### src/rtl/itof_pipe_if.sv
// Handshake bundle for the integer-to-binary32 converter: an input
// valid/ready channel carrying the operand and its signedness, and an output
// valid/ready channel carrying the packed result and its inexact flag.
interface itof_pipe_if #(
    parameter int IW = 32
) ();
    logic          in_valid;
    logic          in_ready;
    logic [IW-1:0] in_data;
    logic          in_signed;
    logic          out_valid;
    logic          out_ready;
    logic [31:0]   out_data;
    logic          out_inexact;

    // Producer/consumer side (drives operands, accepts results)
    modport master (
        output in_valid, in_data, in_signed, out_ready,
        input  in_ready, out_valid, out_data, out_inexact
    );

    // Converter side
    modport slave (
        input  in_valid, in_data, in_signed, out_ready,
        output in_ready, out_valid, out_data, out_inexact
    );
endinterface

### src/rtl/itof_pipe.sv
// Three-stage pipelined integer to IEEE-754 binary32 converter.
// S1 captures sign and magnitude, S2 normalises with a leading-zero count,
// S3 rounds (nearest-even or truncate) and packs. A bubble-collapsing ready
// chain lets any empty stage absorb a new entry even while the output stalls.
module itof_pipe #(
    parameter int IW    = 32,
    parameter int ROUND = 1
) (
    input  logic        clk,
    input  logic        rstn,
    itof_pipe_if.slave  bus
);
    localparam int   LW    = $clog2(IW + 1);
    // Extended fraction window: at least 23 frac bits + guard + one sticky bit
    localparam int   XW    = (IW - 1 > 25) ? IW - 1 : 25;
    localparam logic P_RND = (ROUND != 0);

    // Stage registers
    logic          r_v1, r_v2, r_v3;
    logic          r_sign1, r_sign2;
    logic [IW-1:0] r_mag1;
    logic [IW-1:0] r_norm2;
    logic [7:0]    r_exp2;
    logic [31:0]   r_data3;
    logic          r_inexact3;

    // Combinational nets
    logic          w_en1, w_en2, w_en3;
    logic          w_sign_in;
    logic [IW-1:0] w_mag_in;
    logic [LW-1:0] w_lzc;
    logic [IW-1:0] w_norm;
    logic [7:0]    w_exp;
    logic [XW-1:0] w_ext;
    logic [22:0]   w_frac;
    logic          w_guard;
    logic          w_sticky;
    logic          w_inc;
    logic [23:0]   w_frac_rnd;
    logic [7:0]    w_exp_out;
    logic [31:0]   w_data;
    logic          w_inexact;

    // Ready chain: a stage may load if downstream moves or it is empty
    assign w_en3        = bus.out_ready | ~r_v3;
    assign w_en2        = w_en3 | ~r_v2;
    assign w_en1        = w_en2 | ~r_v1;
    assign bus.in_ready = w_en1;

    assign bus.out_valid   = r_v3;
    assign bus.out_data    = r_data3;
    assign bus.out_inexact = r_inexact3;

    // S1 input: sign and magnitude (most negative value maps to 2^(IW-1))
    always_comb begin
        w_sign_in = bus.in_signed & bus.in_data[IW-1];
        if (w_sign_in) begin
            w_mag_in = IW'(0) - bus.in_data;
        end else begin
            w_mag_in = bus.in_data;
        end
    end

    // S2 input: leading-zero count, normalised mantissa and unbiased exponent
    always_comb begin
        w_lzc = LW'(IW);
        for (int i = 0; i < IW; i++) begin
            w_lzc = r_mag1[i] ? LW'(IW - 1 - i) : w_lzc;
        end
        w_norm = r_mag1 << w_lzc;
        w_exp  = 8'(IW - 1) - 8'(w_lzc);
    end

    // S3 input: fraction extraction, guard/sticky, rounding and packing.
    // The top bit of the normalised value is the hidden one; it is clear
    // only for a zero operand, which packs to +0.
    always_comb begin
        w_ext                  = '0;
        w_ext[XW-1 -: IW-1]    = r_norm2[IW-2:0];
        w_frac                 = w_ext[XW-1 -: 23];
        w_guard                = w_ext[XW-24];
        w_sticky               = |w_ext[XW-25:0];
        w_inc                  = P_RND & w_guard & (w_sticky | w_frac[0]);
        w_frac_rnd             = {1'b0, w_frac} + {23'd0, w_inc};
        w_exp_out              = 8'd127 + r_exp2 + {7'd0, w_frac_rnd[23]};
        if (r_norm2[IW-1]) begin
            w_data    = {r_sign2, w_exp_out, w_frac_rnd[22:0]};
            w_inexact = w_guard | w_sticky;
        end else begin
            w_data    = 32'h0000_0000;
            w_inexact = 1'b0;
        end
    end

    // Valid bits advance along the ready chain
    always_ff @(posedge clk or negedge rstn) begin
        if (!rstn) begin
            r_v1 <= 1'b0;
            r_v2 <= 1'b0;
            r_v3 <= 1'b0;
        end else begin
            if (w_en1) r_v1 <= bus.in_valid;
            if (w_en2) r_v2 <= r_v1;
            if (w_en3) r_v3 <= r_v2;
        end
    end

    // S1 capture registers
    always_ff @(posedge clk or negedge rstn) begin
        if (!rstn) begin
            r_sign1 <= 1'b0;
            r_mag1  <= '0;
        end else if (w_en1) begin
            r_sign1 <= w_sign_in;
            r_mag1  <= w_mag_in;
        end
    end

    // S2 normalise registers
    always_ff @(posedge clk or negedge rstn) begin
        if (!rstn) begin
            r_sign2 <= 1'b0;
            r_norm2 <= '0;
            r_exp2  <= 8'd0;
        end else if (w_en2) begin
            r_sign2 <= r_sign1;
            r_norm2 <= w_norm;
            r_exp2  <= w_exp;
        end
    end

    // S3 result registers; hold while the consumer stalls
    always_ff @(posedge clk or negedge rstn) begin
        if (!rstn) begin
            r_data3    <= 32'h0000_0000;
            r_inexact3 <= 1'b0;
        end else if (w_en3) begin
            r_data3    <= w_data;
            r_inexact3 <= w_inexact;
        end
    end
endmodule
### src/flat_wrapper.sv
// flat-port wrapper written by rule: the top's interface ports become plain ports
module itof_pipe_flat 
#(
    parameter int IW    = 32,
    parameter int ROUND = 1
)
  (clk, rstn, bus_in_valid, bus_in_data, bus_in_signed, bus_out_ready, bus_in_ready, bus_out_valid, bus_out_data, bus_out_inexact);
  itof_pipe_if #(.IW(IW)) bus_i ();
  input  logic clk;
  input  logic rstn;
  input wire logic [$bits(bus_i.in_valid)-1:0] bus_in_valid;
  input wire logic [$bits(bus_i.in_data)-1:0] bus_in_data;
  input wire logic [$bits(bus_i.in_signed)-1:0] bus_in_signed;
  input wire logic [$bits(bus_i.out_ready)-1:0] bus_out_ready;
  output wire logic [$bits(bus_i.in_ready)-1:0] bus_in_ready;
  output wire logic [$bits(bus_i.out_valid)-1:0] bus_out_valid;
  output wire logic [$bits(bus_i.out_data)-1:0] bus_out_data;
  output wire logic [$bits(bus_i.out_inexact)-1:0] bus_out_inexact;
  assign bus_i.in_valid = bus_in_valid;
  assign bus_i.in_data = bus_in_data;
  assign bus_i.in_signed = bus_in_signed;
  assign bus_i.out_ready = bus_out_ready;
  assign bus_in_ready = bus_i.in_ready;
  assign bus_out_valid = bus_i.out_valid;
  assign bus_out_data = bus_i.out_data;
  assign bus_out_inexact = bus_i.out_inexact;
  itof_pipe #(.IW(IW), .ROUND(ROUND)) u_core (.clk(clk), .rstn(rstn), .bus(bus_i));
endmodule
### config.mk
export PLATFORM = sky130hd
export DESIGN_NAME = itof_pipe_flat
export DESIGN_NICKNAME = d
export VERILOG_FILES = /design/src/rtl/itof_pipe_if.sv /design/src/rtl/itof_pipe.sv /design/src/flat_wrapper.sv
export SDC_FILE = /design/constraint.sdc
export NUM_CORES = 1
export LEC_CHECK = 0
export ABC_AREA = 1
export CORE_ASPECT_RATIO = 1.75
export CORE_MARGIN = 2
export CORE_UTILIZATION = 58
export DETAILED_ROUTE_END_ITERATION = 12
export PLACE_DENSITY = 0.89
export SYNTH_ARGS = -nofsm -noshare
export SYNTH_HDL_FRONTEND = slang
export SYNTH_SLANG_ARGS = --single-unit
### constraint.sdc
create_clock -name clk -period 4.59 [get_ports clk]
set_input_delay 1.377 -clock clk [delete_from_list [all_inputs] [get_ports clk]]
set_output_delay 1.377 -clock clk [all_outputs]
set_load 0.02 [all_outputs]
# After elaboration in Yosys (flattened, before gate mapping)
# Index checks and enable logic that the tools add are counted.
[word_totals]
output_inout_bits = 35
reg_bits = 110
latchBits = 0
ramBits = 0
mem_count = 0
rom_bits = 0
[classes]
mux = 35
mul = 0
n_reduce_logical = 1
order_cmp = 0
n_shift = 1
bitwise = 10
addsub = 5
n_eq_ne = 0
div_mod_pow = 0
[ops]
columns = ["operator", "count"]
rows = [
  ["$mux W6", 32],
  ["$mux W32", 2],
  ["$shl A32 B6 Y32", 1],
  ["$sub A1 B32 Y32 const A", 1],
  ["$add A23 B1 Y24", 1],
  ["$add A7 B8 Y8 const A", 1],
  ["$add A8 B1 Y8", 1],
  ["$reduce_or A7 Y1", 1],
  ["$sub A5 B6 Y7 const A", 1],
  ["$or A1 B1 Y1", 5],
  ["$not A1 Y1", 3],
  ["$and A1 B1 Y1", 2],
  ["$mux W1", 1],
]

# Logic depth before layout (Yosys ltp)
[depth]
ltp_word = 33
mapped_depth = 42

# Worst setup path after synthesis
# Ideal clock, no wire load.
[synth_path]
path_kind = "input to output"
startpoint = "input bus_out_ready"
endpoint = "output bus_in_ready"
cell_stages = 5
path_slack_ps = 696
arrival_ps = 2517
n_path_buf = 1
cell_sequence = "nor2_1 > inv_1 > nor2_1 > nand2_1 > clkbuf_1"
[synth_between]
elab_chain_len = 3
[synth_rtl]
columns = ["element", "line_no", "text"]
rows = [
  ["start: declaration", "flat_wrapper.sv:14", "input wire logic [$bits(bus_i.out_ready)-1:0] bus_out_ready;"],
  ["$or A1 B1 Y1", "itof_pipe.sv:45", "assign w_en3 = bus.out_ready | ~r_v3;"],
  ["$or A1 B1 Y1", "itof_pipe.sv:46", "assign w_en2 = w_en3 | ~r_v2;"],
  ["$or A1 B1 Y1", "itof_pipe.sv:47", "assign w_en1 = w_en2 | ~r_v1;"],
  ["end: declaration", "flat_wrapper.sv:15", "output wire logic [$bits(bus_i.in_ready)-1:0] bus_in_ready;"],
]
# Every way passes these cells.

# Worst setup path in the final report
# Ends and elaborated chain as after synthesis.

==> results.txt <==
* Standard-cell rows: 53
- For this run, design rule violations remaining after detail routing come to 0.
* Top cells by area in the synthesized netlist: dfrtp_1 (38%), nand2_1 (15%), nand3_1 (12%)
* Number of max-cap violations: 0
* Top cell type by total area after synthesis: dfrtp_1
* Routed WL: 17570 µm
- For this design the ratio of total power to cell area is 473.0 mW/mm².
* Mapped cell area: 0.007088 mm²
- In the routed layout, each cell is associated on average with a via count of 5.684.
- Setup repair after global routing left no endpoint under its margin.
- Reg2Reg Depth: 30
* Hold Path Sink: u_core.bus.out_valid
* Placeable Area: 0.01200 mm²
- Setup violations remaining at the end of the flow were counted as 0.
- For this configuration, the core starts out at a cell density of 0.5905.
* Run status: finished clean
- Rel. slew slack: 0.3632
- Post-synthesis sequential area ratio: 0.3813
* Share of layout cells above drive strength 1: 0.05438
- N_diodes: 0
- CTS Root Cell: clkbuf_16
* Skew final: 0.01102 ns
- The tree built by TritonCTS fans out to 108 sinks.
* Total number of nets in the final design: 1122
* Biggest cell delay along the critical path: 0.55 ns
- Hold Crit Start: u_core.r_v2
- Synthesized Nets: 1070
* Max-slew violation count: 0
- The slowest stage of the critical path belongs to the cell clkdlybuf4s50_1.
* DRT antenna net count: 0
- Startpoint of the most critical register-to-register path: u_core.r_norm2[3]
- Die boundary height: 150.2 µm
- In the layout the commonest cells are nand2_1 (281), nand3_1 (174), dfrtp_1 (108).
- STA classifies the critical path endpoint as an output pin.
- Commonest non-fill, non-tap cell in the layout: nand2_1
- For this design the static power due to leakage is 3.939 nW.
* Cells after synthesis: 1028
* GRT Util Overall: 0.2803
- The die covers 0.01316 mm².
- The number of hold-slack violations in the final timing report was 0.
* Maximum number of pins on one net before global-route repair: 80
* Synthesized area per cell: 6.895 µm²
- Hold path cells: 2
- CTS built an H-tree with a depth of 3.
* Final period demand of the worst path: 4.169 ns
- TritonCTS built the clock tree.
- Of the post-synthesis cell area, the dominant cell type holds 0.3813.
- Number of buffer and inverter stages on the critical path: 3
- The first detailed-routing pass ran for 6 iterations.
- Clock tree synthesis inserted a total of 9 buffers.
- Critical path's top delay family: buffers and inverters
- Post-CTS timing repair inserted 0 buffers for setup.
- Data on the critical path is required at its endpoint by 3.21 ns.
- Clock buffer depth: 2
- The first global-routing pass estimated 29700 µm of wire.
- Final core utilization: 0.6825
- Yosys printed 0 warnings.
- The via count of the first global-routing pass came to 6742.
- The setup check on the worst reg-to-reg path leaves a slack of 0.53 ns.
- DR vias: 7105
* Gp weighted congestion: 0.9373
- CP Max Fanout: 2
- DRC violation total after the first TritonRoute iteration: 370
- STA classifies the critical path startpoint as an input pin.
- Counting distinct cell types in the post-synthesis netlist gives 36.
- In the final routed layout, each cell accounts on average for 14.06 µm.
* Total negative slack for setup checks: 0 ns
- The worst setup path is of the input pin to output pin kind.
- At the pin with the least slew margin, the transition time is 0.9552 ns.
* Number of instances resized during post-cts repair: 0
- After global routing the overflow that remains totals 0.
* Number of antenna violations at the first check in global routing: 0
- The path class of the tightest hold or removal check is register to register.
- The area growth from synthesis to layout is 15.57%.
- The signal on the critical path passes through clkdlybuf4s50_1 -> nor2_2 -> inv_1 -> nor2_2 -> nand2_2 -> clkdlybuf4s50_1.
* Maximum achievable frequency: 239.9 MHz
- During I/O placement, the number of pins put on the boundary was 72.
- R2r endpoint: u_core.bus.out_data[27]
- Synthesis inferred 108 register bits.
- Input and output buffers added on the ports amount to 71.
- In the finished design, the share of the clock period the worst path needs comes to 0.9083.
* Worst EP arrival: 2.79 ns
- Across the VDD grid, the largest voltage drop is 0.2135 mV.
- Floorplan die width: 87.57 µm
* Hold-fix buffers at CTS: 0
- Detailed placement finished with a half-perimeter wire length of 13540 µm.
- Insertion delay to the later sink of the worst-skew pair: 0.35 ns
- Clock-pin slew on the worst setup and hold paths: 0.07 ns
-- worst max-delay path by stage --
stage	start	end	slack, ns	cells past startpoint
after floorplan	bus_out_ready	bus_in_ready	0.70	5
after global placement	bus_in_data[0]	u_core.r_mag1[30]	0.19	17
after detailed placement	bus_in_data[0]	u_core.r_mag1[30]	0.06	17
after CTS	bus_out_ready	bus_in_ready	0.41	6
after global routing	bus_in_data[3]	u_core.r_mag1[29]	0.07	20
final	bus_out_ready	bus_in_ready	0.42	6
-- through the flow --
| step | std cells | total power [mW] | hold WS (ns) | area, µm² | setup WS (ns) |
|---|---|---|---|---|---|
| final | 1250 | 3.874 | 0.4585 | 8192 | 0.4211 |
| after detailed placement | 1234 | 3.067 | 0.4470 | 7891 | 0.06135 |
| after global routing | 1250 | 4.152 | 0.4883 | 8192 | 0.06542 |
| after floorplan | 1028 | 2.535 | 0.4229 | 7088 | 0.6957 |
| after CTS | 1250 | 3.863 | 0.4638 | 8192 | 0.4052 |
| after global placement | 1234 | 3.018 | 0.4393 | 7891 | 0.1854 |
-- layer usage --
metal	global-route usage	wire [µm]	up-vias
li1	-	-	3499
met1	0.3011	6551	3314
met2	0.5163	9510	232
met3	0.02906	555	60
met4	0.1608	955	0
met5	0	0	-
-- registers in the layout, summed over array words and instances (netlist names) --
register,count
u_core.bus.out_inexact,1
u_core.r_v1,1
u_core.r_sign1,1
u_core.bus.out_data,32
u_core.r_mag1,32
u_core.r_exp2,6
u_core.r_sign2,1
u_core.r_v2,1
u_core.bus.out_valid,1
u_core.r_norm2,32
-- kinds of logic (layout without fill, tap and decap cells) --
| group | Yosys count | in the layout | synth area share |
|---|---|---|---|
| buffers and inverters | 147 | 204 | 0.08773 |
| xor gates and xnor gates | 32 | 32 | 0.03954 |
| and+or+nand+nor | 597 | 597 | 0.3696 |
| AOI/OAI and AO/OA | 139 | 139 | 0.1130 |
| DFF | 108 | 108 | 0.3813 |
| adders and majority gates | 5 | 5 | 0.008826 |
-- worst min-delay path: stages, from the launching register on --
cell     delay, ns
dfrtp_1       0.32
inv_1         0.05
nand2_1       0.06
-- synthesized netlist by cell type (all sizes together) --
library cell,n
a21oi,46
a22o,2
a311oi,1
a31oi,5
a32o,7
buf,22
clkbuf,24
clkinv,1
dfrtp,108
ha,5
inv,100
nand2,284
nand3,187
nand4,3
nor2,93
nor3,11
nor3b,1
nor4,14
o211ai,3
o21ai,56
o22ai,5
o311ai,1
o31ai,11
o41ai,2
or2,4
xnor2,13
xor2,19
-- report_power, final --
part	leakage [nW]	switching (mW)	internal (mW)	total, mW
registers	1.27	0.231	1.23	1.46
clock network	0.145	0.367	0.430	0.797
logic	2.52	0.983	0.631	1.61
total	3.94	1.58	2.29	3.87
-- area by class of cell --
| class | count | area (µm²) |
|---|---|---|
| fill | 1032 | 3811 |
| multi-input combinational | 773 | 3775 |
| sequential | 108 | 2703 |
| timing repair buffer | 87 | 828.3 |
| inverter | 101 | 379.1 |
| clock buffer | 10 | 229.0 |
| tap | 165 | 206.4 |
| clock inverter | 6 | 71.32 |
Power figures use the tool's default switching activity.
